==> config.mk <==
export PLATFORM = sky130hd
export DESIGN_NAME = demux_frame_driver
export DESIGN_NICKNAME = d
export VERILOG_FILES = /design/src/rtl/dmx_pkg.sv /design/src/rtl/dmx_piso.sv /design/src/rtl/demux_frame_driver.sv
export SDC_FILE = /design/constraint.sdc
export NUM_CORES = 1
export LEC_CHECK = 0
export CAP_MARGIN = 15
export CORE_MARGIN = 4
export CORE_UTILIZATION = 45
export CTS_BUF_LIST = sky130_fd_sc_hd__clkbuf_16
export CTS_CLUSTER_DIAMETER = 120
export DETAILED_ROUTE_END_ITERATION = 8
export PLACE_DENSITY = 0.74
export SYNTH_ARGS = -nofsm -noshare
export SYNTH_HDL_FRONTEND = slang
export SYNTH_SLANG_ARGS = --single-unit
==> constraint.sdc <==
create_clock -name clk -period 2.2 [get_ports clk]
set_clock_uncertainty 0.1 [all_clocks]
set_input_delay 0.44 -clock clk [delete_from_list [all_inputs] [get_ports clk]]
set_output_delay 0.44 -clock clk [all_outputs]
set_load 0.05 [all_outputs]
==> src/rtl/dmx_pkg.sv <==
// Shared types for the demux frame driver.
// FSM state encoding and demux channel ids.
package dmx_pkg;

    typedef enum logic [1:0] {
        IDLE,
        SETUP,
        SHIFT,
        GAP
    } state_t;

    localparam logic [1:0] CH_A = 2'b00;
    localparam logic [1:0] CH_B = 2'b01;
    localparam logic [1:0] CH_C = 2'b10;
    localparam logic [1:0] CH_D = 2'b11;

endpackage

==> src/rtl/dmx_piso.sv <==
// Parallel-load, serial-out shift register.
// The bit presented on dout is always the next payload bit to send.
module dmx_piso
    import dmx_pkg::*;
#(
    parameter int DATA_W    = 8,
    parameter int MSB_FIRST = 1
) (
    input  logic              clk,
    input  logic              rst_n,
    input  logic              load,
    input  logic              shift_en,
    input  logic [DATA_W-1:0] din,
    output logic              dout
);

    logic [DATA_W-1:0] sr;

    always_ff @(posedge clk or negedge rst_n) begin
        if (!rst_n) begin
            sr <= '0;
        end else if (load) begin
            sr <= din;
        end else if (shift_en) begin
            sr <= (MSB_FIRST != 0) ? (sr << 1) : (sr >> 1);
        end
    end

    assign dout = (MSB_FIRST != 0) ? sr[DATA_W-1] : sr[0];

endmodule

==> src/rtl/demux_frame_driver.sv <==
// Frames channel-tagged words into serial traffic for a 1-to-4 demux.
// Selects settle for one cycle before data, and hold while idle.
module demux_frame_driver
    import dmx_pkg::*;
#(
    parameter int DATA_W    = 8,
    parameter int GAP_CYC   = 1,
    parameter int MSB_FIRST = 1
) (
    input  logic              clk,
    input  logic              rst_n,
    input  logic              in_valid,
    output logic              in_ready,
    input  logic [1:0]        in_ch,
    input  logic [DATA_W-1:0] in_data,
    input  logic              flush,
    output logic              a,
    output logic              s1,
    output logic              s2,
    output logic              busy,
    output logic              done
);

    localparam int CNT_W = (DATA_W > 1) ? $clog2(DATA_W) : 1;
    localparam int GAP_W = (GAP_CYC > 1) ? $clog2(GAP_CYC) : 1;

    state_t           state, state_nxt;
    logic [CNT_W-1:0] cnt, cnt_nxt;
    logic [GAP_W-1:0] gcnt, gcnt_nxt;
    logic [1:0]       sel_nxt;
    logic             a_nxt, done_nxt;
    logic             load, shift_en, piso_bit, accept;

    assign accept = in_valid & in_ready;

    dmx_piso #(
        .DATA_W    (DATA_W),
        .MSB_FIRST (MSB_FIRST)
    ) u_piso (
        .clk      (clk),
        .rst_n    (rst_n),
        .load     (load),
        .shift_en (shift_en),
        .din      (in_data),
        .dout     (piso_bit)
    );

    always_comb begin
        state_nxt = state;
        cnt_nxt   = cnt;
        gcnt_nxt  = gcnt;
        sel_nxt   = {s1, s2};
        a_nxt     = 1'b0;
        done_nxt  = 1'b0;
        load      = 1'b0;
        shift_en  = 1'b0;
        unique case (state)
            IDLE: begin
                if (accept) begin
                    state_nxt = SETUP;
                    sel_nxt   = in_ch;
                    load      = 1'b1;
                end
            end
            SETUP: begin
                if (flush) begin
                    state_nxt = IDLE;
                end else begin
                    state_nxt = SHIFT;
                    cnt_nxt   = CNT_W'(DATA_W - 1);
                    a_nxt     = piso_bit;
                    shift_en  = 1'b1;
                end
            end
            SHIFT: begin
                if (flush) begin
                    state_nxt = IDLE;
                end else if (cnt == '0) begin
                    done_nxt = 1'b1;
                    if (GAP_CYC > 0) begin
                        state_nxt = GAP;
                        gcnt_nxt  = GAP_W'(GAP_CYC - 1);
                    end else begin
                        state_nxt = IDLE;
                    end
                end else begin
                    cnt_nxt  = cnt - 1'b1;
                    a_nxt    = piso_bit;
                    shift_en = 1'b1;
                end
            end
            GAP: begin
                if (flush || gcnt == '0) begin
                    state_nxt = IDLE;
                end else begin
                    gcnt_nxt = gcnt - 1'b1;
                end
            end
            default: state_nxt = IDLE;
        endcase
    end

    // Outputs are registered from next-state values so nothing is combinational.
    always_ff @(posedge clk or negedge rst_n) begin
        if (!rst_n) begin
            state    <= IDLE;
            cnt      <= '0;
            gcnt     <= '0;
            a        <= 1'b0;
            s1       <= 1'b0;
            s2       <= 1'b0;
            busy     <= 1'b0;
            done     <= 1'b0;
            in_ready <= 1'b0;
        end else begin
            state    <= state_nxt;
            cnt      <= cnt_nxt;
            gcnt     <= gcnt_nxt;
            a        <= a_nxt;
            {s1, s2} <= sel_nxt;
            busy     <= (state_nxt != IDLE);
            done     <= done_nxt;
            in_ready <= (state_nxt == IDLE);
        end
    end

endmodule

# Word-level counts from Yosys, hierarchy flattened
# Index checks and enable logic that the tools add are counted.
[classes]
n_reduce_logical = 11
mux = 29
shifts = 0
n_mul = 0
bitwise_logic = 2
addsub = 2
n_div = 0
n_eq_ne = 8
order_cmp = 0
[op_table]
columns = ["op", "n"]
rows = [
  ["$mux 8", 2],
  ["$mux 1", 14],
  ["$mux 2", 5],
  ["$ne 2x2->1 const B", 5],
  ["$mux 3", 3],
  ["$pmux 2 s4", 1],
  ["$reduce_and 4->1", 2],
  ["$reduce_bool 2->1", 4],
  ["$pmux 1 s2", 3],
  ["$pmux 3 s2", 1],
  ["$eq 2x2->1 const B", 2],
  ["$logic_not 2->1", 2],
  ["$logic_not 3->1", 1],
  ["$sub 3x1->3 const B", 1],
  ["$eq 2x1->1 const B", 1],
  ["$reduce_and 2->1", 1],
  ["$and 1x1->1", 1],
  ["$logic_or 1x1->1", 1],
  ["$not 1->1", 1],
  ["$sub 1x1->1 const B", 1],
]
[totals]
rom_bits = 0
ram_bits = 0
n_memories = 0
wordCells = 62
output_inout_bits = 6
input_bits = 14
reg_bits = 20
latch_bits = 0

# Longest topological paths before layout
[logic_depth]
depth_word = 6
ltp_mapped = 7
mapped_depth_nobuf = 6

# Cells and area by module
# A second synthesis with hierarchy kept.
[hier_totals]
hier_cells = 97
hier_area_um2 = 1056.0
[by_module_without_submodules]
columns = ["module", "area_per_inst_um2", "n_inst", "cells_each", "seq_area_each_um2"]
rows = [
  ["demux_frame_driver", 686.9, 1, 63, 300.3],
  ["dmx_piso", 369.1, 1, 34, 200.2],
]

# Worst setup path before layout
# OpenSTA, ideal clock, no wires.
[synth_path]
kind = "reg2reg"
start = "register cnt[0]"
end = "register u_piso.sr[1]"
required_ns = 1.963
path_stages_with_launch = 8
period_less_slack_ns = 2.048
arrival_ns = 1.811
setup_time_ns = 0.137
path_buffers = 1
setup_slack_ns = 0.152
path_cell_list = "dfrtp_1 inv_1 ha_1 nor2b_1 buf_6 a2111oi_4 mux2i_1 a21oi_1"
[synth_between]
elab_chain_len = 5
[synth_rtl]
columns = ["element", "line_no", "rtl"]
rows = [
  ["start: declaration", "demux_frame_driver.sv:28", "logic [CNT_W-1:0] cnt, cnt_nxt;"],
  ["start signal: assignment", "demux_frame_driver.sv:117", "cnt <= cnt_nxt;"],
  ["$logic_not 3->1", "demux_frame_driver.sv:78", "end else if (cnt == '0) begin"],
  ["$mux 1", "demux_frame_driver.sv:78", ""],
  ["$mux 1", "demux_frame_driver.sv:76", "if (flush) begin"],
  ["$pmux 1 s2", "demux_frame_driver.sv:57", "unique case (state)"],
  ["$reduce_bool 2->1 (no source line)", "-", ""],
  ["end signal: assignment", "dmx_piso.sv:23", "sr <= din;"],
  ["end signal: assignment", "dmx_piso.sv:25", "sr <= (MSB_FIRST != 0) ? (sr << 1) : (sr >> 1);"],
  ["end: declaration", "dmx_piso.sv:17", "logic [DATA_W-1:0] sr;"],
]
# Every way passes these cells.
# A chain may end at the register's enable or synchronous reset.

# Worst setup path after layout
# Ends and elaborated chain as after synthesis.

==> out/qor.txt <==
Final Hold Viols - 0
status - finished, final reports clean
Critical Path AT - 2.00 ns
Slew HR - 66.2%
antenna cells - 0
Ys Warns - 0
Mapped Nets - 119
Tot Pwr - 1.85 mW
Clock H-tree levels - 1
# Post-CTS Setup Buffers - 0
Max-Cap Viols - 0
dominant cells by area after synthesis - dfrtp_1, ha_1, a21oi_1
Post-Syn Area - 1020 um^2
Worst VDD drop - 846 uV
buffers added on ports - 19
commonest non-fill, non-tap cells in the layout - dfrtp_1, clkdlybuf4s50_1, a21oi_1, nor2_1, inv_1
share of post-route cells with drive strength above 1 - 12.2%
ANT nets after route - 0
cells along the critical path - inv_1 > ha_1 > nor2b_2 > a2111oi_4 > buf_4 > mux2i_1 > a21oi_1
wire per inst - 12.7 um
CP delay by family, top - compound AO/OA/AOI/OAI gates
largest register by flop count - u_piso.sr
# IOs - 20
first-pass GRT wire length - 3420 um
total number of vias - 757
cell taking the most area after synthesis - dfrtp_1
Hold Crit Class - reg -> reg
fmax - 0.505 GHz
largest net degree at the start of global routing - 21
Pre-antenna DRT Iters - 4
final period utilization - 90.0%
Int Power - 1.13 mW
most common cell after layout, fill and taps aside - dfrtp_1
area of the multi-input gates - 474 um^2
root buf cell - clkbuf_16
Regs by FF count - u_piso.sr (8), cnt (3), state (2)
DPL Wire Length - 1500 um
initial antenna violation count - 0
synthesized flop and latch total - 20
Rows - 17
Setup CP Type - reg -> reg
GRT overflow - 0
DRC marker count from the first detailed-route iteration - 6
Finished Core Util - 61.6%
final setup vio count - 0
post-cts hold buffer count - 0
switching part of the total power - 39.0%
Reg area - 500 um^2
top cell type's share of synthesized area - 48.8%
synth unique cells - 27
Worst Max-Slew Pin Slew - 0.506 ns
Fillers - 186
RSZ-0062 raised after global routing - no
CP max FO - 9
NetSw - 721 uW
Worst-path clk slew - 0.05 ns
CTS buffer count - 3
Die H - 55.7 um
maximum clock path buffer count - 2
Leak - 0.585 nW
post-layout net count - 145
Startpoint Class - flip-flop
sequential power share - 32.7%
max-slew violations - 0
TritonCTS clock tree - built
Power Density - 1370 nW/um^2
via/cell ratio - 5.01
Comb power frac - 47.6%
Placeable Area - 2190 um^2
syn avg cell area - 10.5 um^2
minimum clock period - 1.98 ns
Area Overhead vs Synth - 31.7%
worst path required time - 2.22 ns
Starting Density - 46.8%
die area - 3100 um^2
number of global-route vias before repair - 783
critical path endpoint category - flip-flop
All-Layer GR Usage - 13.7%
Die Span X - 55.7 um
max FFs per register - 8
cells after synthesis - 98
residual DRC count - 0
clk sink count - 20
Worst-Skew Late Latency - 0.25 ns
clock power share - 19.7%
critical path's slowest cell - a2111oi_4
GP Congestion - 0.760
Routed Wire Length - 1920 um
register area share after synthesis - 48.8%
WP buf/inv - 2
CP peak stage delay - 0.35 ns
[cell usage after synthesis]
cell,n
o21ai_0,2
nor4b_1,1
mux2i_1,7
mux2_2,2
nand3b_1,2
nand2_1,4
o21a_1,1
a22o_2,1
or4_1,1
or2_2,1
a2111oi_4,1
nor2b_1,2
clkbuf_1,2
dfrtp_1,20
nand3_1,1
o311ai_0,1
and2_2,1
a21boi_0,1
o22a_1,1
ha_1,7
inv_1,9
buf_6,1
o22ai_1,1
nor3_1,1
nor3b_1,1
nor2_1,12
a21oi_1,14
[worst paths after layout]
kind	startpoint	to	slack, ns	depth (start not counted)
min reg2reg	u_piso.sr[7]	a	0.40	1
min	u_piso.sr[7]	a	0.40	1
max reg2reg	cnt[0]	u_piso.sr[1]	0.22	7
min in group asynchronous	rst_n	s2	0.43	2
max	cnt[0]	u_piso.sr[1]	0.22	7
max in group asynchronous	rst_n	u_piso.sr[6]	1.36	2
[kinds of logic (layout without fill, tap and decap cells)]
group	after synthesis	after routing	synth area share, %
AND/OR/NAND/NOR	27	27	13.2
flip-flops	20	20	48.8
adder cells (fa/ha/maj)	7	7	8.55
AO/OA/AOI/OAI	23	23	15.3
multiplexers	9	9	9.04
buffers and inverters	12	37	5.13
[metrics by stage]
stage	std cells	TNS, ns	hold WS, ns	area [um^2]	setup WS (ns)
after floorplan	98	0	0.0444	1020	0.152
after global placement	147	0	0.375	1270	0.132
after detailed placement	147	-0.172	0.391	1270	-0.0994
after CTS	151	0	0.404	1350	0.0682
after global routing	151	0	0.412	1350	0.0689
final	151	0	0.399	1350	0.220
[power by group through the flow]
stage	clock [mW]	combinational [mW]	sequential [mW]
after floorplan	0	0.488	0.737
after global placement	0	0.847	0.599
after detailed placement	0	0.883	0.610
after CTS	0.374	0.891	0.605
after global routing	0.393	0.974	0.626
final	0.364	0.880	0.603
[timing repair]
action / in CTS / in global routing
gates resized for setup: 1 / 1
endpoints found under the hold margin: 0 / 0
setup endpoints to repair: 3 / 3
cloned: 0 / 0
[layout make-up]
| type | instances | share of cell area (%) |
|---|---|---|
| sequential | 20 | 37.1 |
| multi-input combinational | 66 | 35.1 |
| timing repair buffer | 24 | 16.9 |
| clock buffer | 3 | 5.56 |
| tap | 28 | 2.60 |
| inverter | 9 | 2.50 |
| clock inverter | 1 | 0.278 |
[metal layers]
metal / vias to the layer above / share of wire (%) / GRT usage [%] / routed length [um]
met4: 0 / 0.52 / 5.90 / 10
met1: 360 / 42 / 15.8 / 812
met3: 2 / 3.8 / 3.02 / 73
li1: 384 / - / - / -
met5: - / 0 / 0 / 0
met2: 11 / 53 / 24.2 / 1020
Power figures use the tool's default switching activity.
==> variant: new RTL, same settings <==
`MSB_FIRST` is set to 1 in 2 places; all go to 0.
--- a/src/rtl/dmx_piso.sv
+++ b/src/rtl/dmx_piso.sv
@@ -6,3 +6,3 @@
     parameter int DATA_W    = 8,
-    parameter int MSB_FIRST = 1
+    parameter int MSB_FIRST = 0
 ) (
--- a/src/rtl/demux_frame_driver.sv
+++ b/src/rtl/demux_frame_driver.sv
@@ -7,3 +7,3 @@
     parameter int GAP_CYC   = 1,
-    parameter int MSB_FIRST = 1
+    parameter int MSB_FIRST = 0
 ) (
Check against the original RTL: not equivalent (a bounded check fails within 4 cycles, from zero or initial values and one cycle with rst_n low).
==> variant against the unedited design <==
Synthesized cell count unchanged; critical path type is now flip-flop to output pin; cell count unchanged; area after synthesis up 1.6%; largest power group unchanged; wire length up 2.4%; power down 10%; final area up 1.3%; sequential cell count unchanged; setup slack worse by 22 ps.
==> variant: results (changes against the unedited design) <==
vias in the first global route 813 (+3.8%); highest cell delay on the worst timing path 820 ps (+470 ps); first-pass GRT wire length 3480 um (+2.0%); Post-Place Cell Area 1290 sq um (+1.6%); flip-flop and latch power 0.586 mW (-3%); clk tree area frac 5.76% (-0.075 points); number of inserted filler cells in the final layout 201 (+8.1%); post-DR wirelength/cell 13.0 um (+2.4%); placed wire-length estimate after detailed placement 1470 um (-2.0%); starting DRC count in detailed routing 11 (+5); result of the run complete, no violations; Switching Fraction 37.2% (-1.8 points); met1 GRT Util 16.8% (+1.0 points); top cells by instance count after synthesis 20 x sky130_fd_sc_hd__dfrtp_1, 12 x sky130_fd_sc_hd__a21oi_1, 12 x sky130_fd_sc_hd__nor2_1, 9 x sky130_fd_sc_hd__inv_1, 8 x sky130_fd_sc_hd__mux2i_1; maximum fanout encountered on the critical timing path 4 (-5); global routing met2 resource utilization 24.2% (+0.052 points); global-route usage over all layers 13.8% (+0.10 points); Post-Synth Adder-Cell Area 8.41% (-0.13 points); Yosys cell types 26 (-3.7%); Routability Congestion 0.852 (+12%); Combinational Power Share 42.3% (-5.3 points); worst slack at placement 208 ps (+308 ps); P_leak 0.613 nW (+4.6%); largest vdd supply drop 1.19 mV (+41%); area of combinational cells with multiple inputs 492 sq um (+3.7%); Post-Synthesis Mean Instance Area 10.6 sq um (+1.6%)
-- variant: through the flow --
stage | power, mW | utilization [%] | hold WS, ps
finish | 1.66 | 61.8 | 395
global route | 1.78 | 61.8 | 417
CTS | 1.68 | 61.8 | 402
detailed placement | 1.30 | 58.3 | 382
global placement | 1.27 | 58.3 | 378
floorplan | 1.08 | - | 44.4
-- variant: worst paths after layout --
path	endpoint	startpoint	slack, ps
worst max-delay path	in_ready	in_ready$_DFF_PN0_	200
worst min-delay path	a$_DFF_PN0_	u_piso.sr[0]$_DFFE_PN0P_	390
worst max register to register	u_piso.sr[5]$_DFFE_PN0P_	cnt[0]$_DFFE_PN0P_	250
worst min register to register	a$_DFF_PN0_	u_piso.sr[0]$_DFFE_PN0P_	390
max in group asynchronous	u_piso.sr[7]$_DFFE_PN0P_	rst_n	1360
min in group asynchronous	s1$_DFFE_PN0P_	rst_n	430
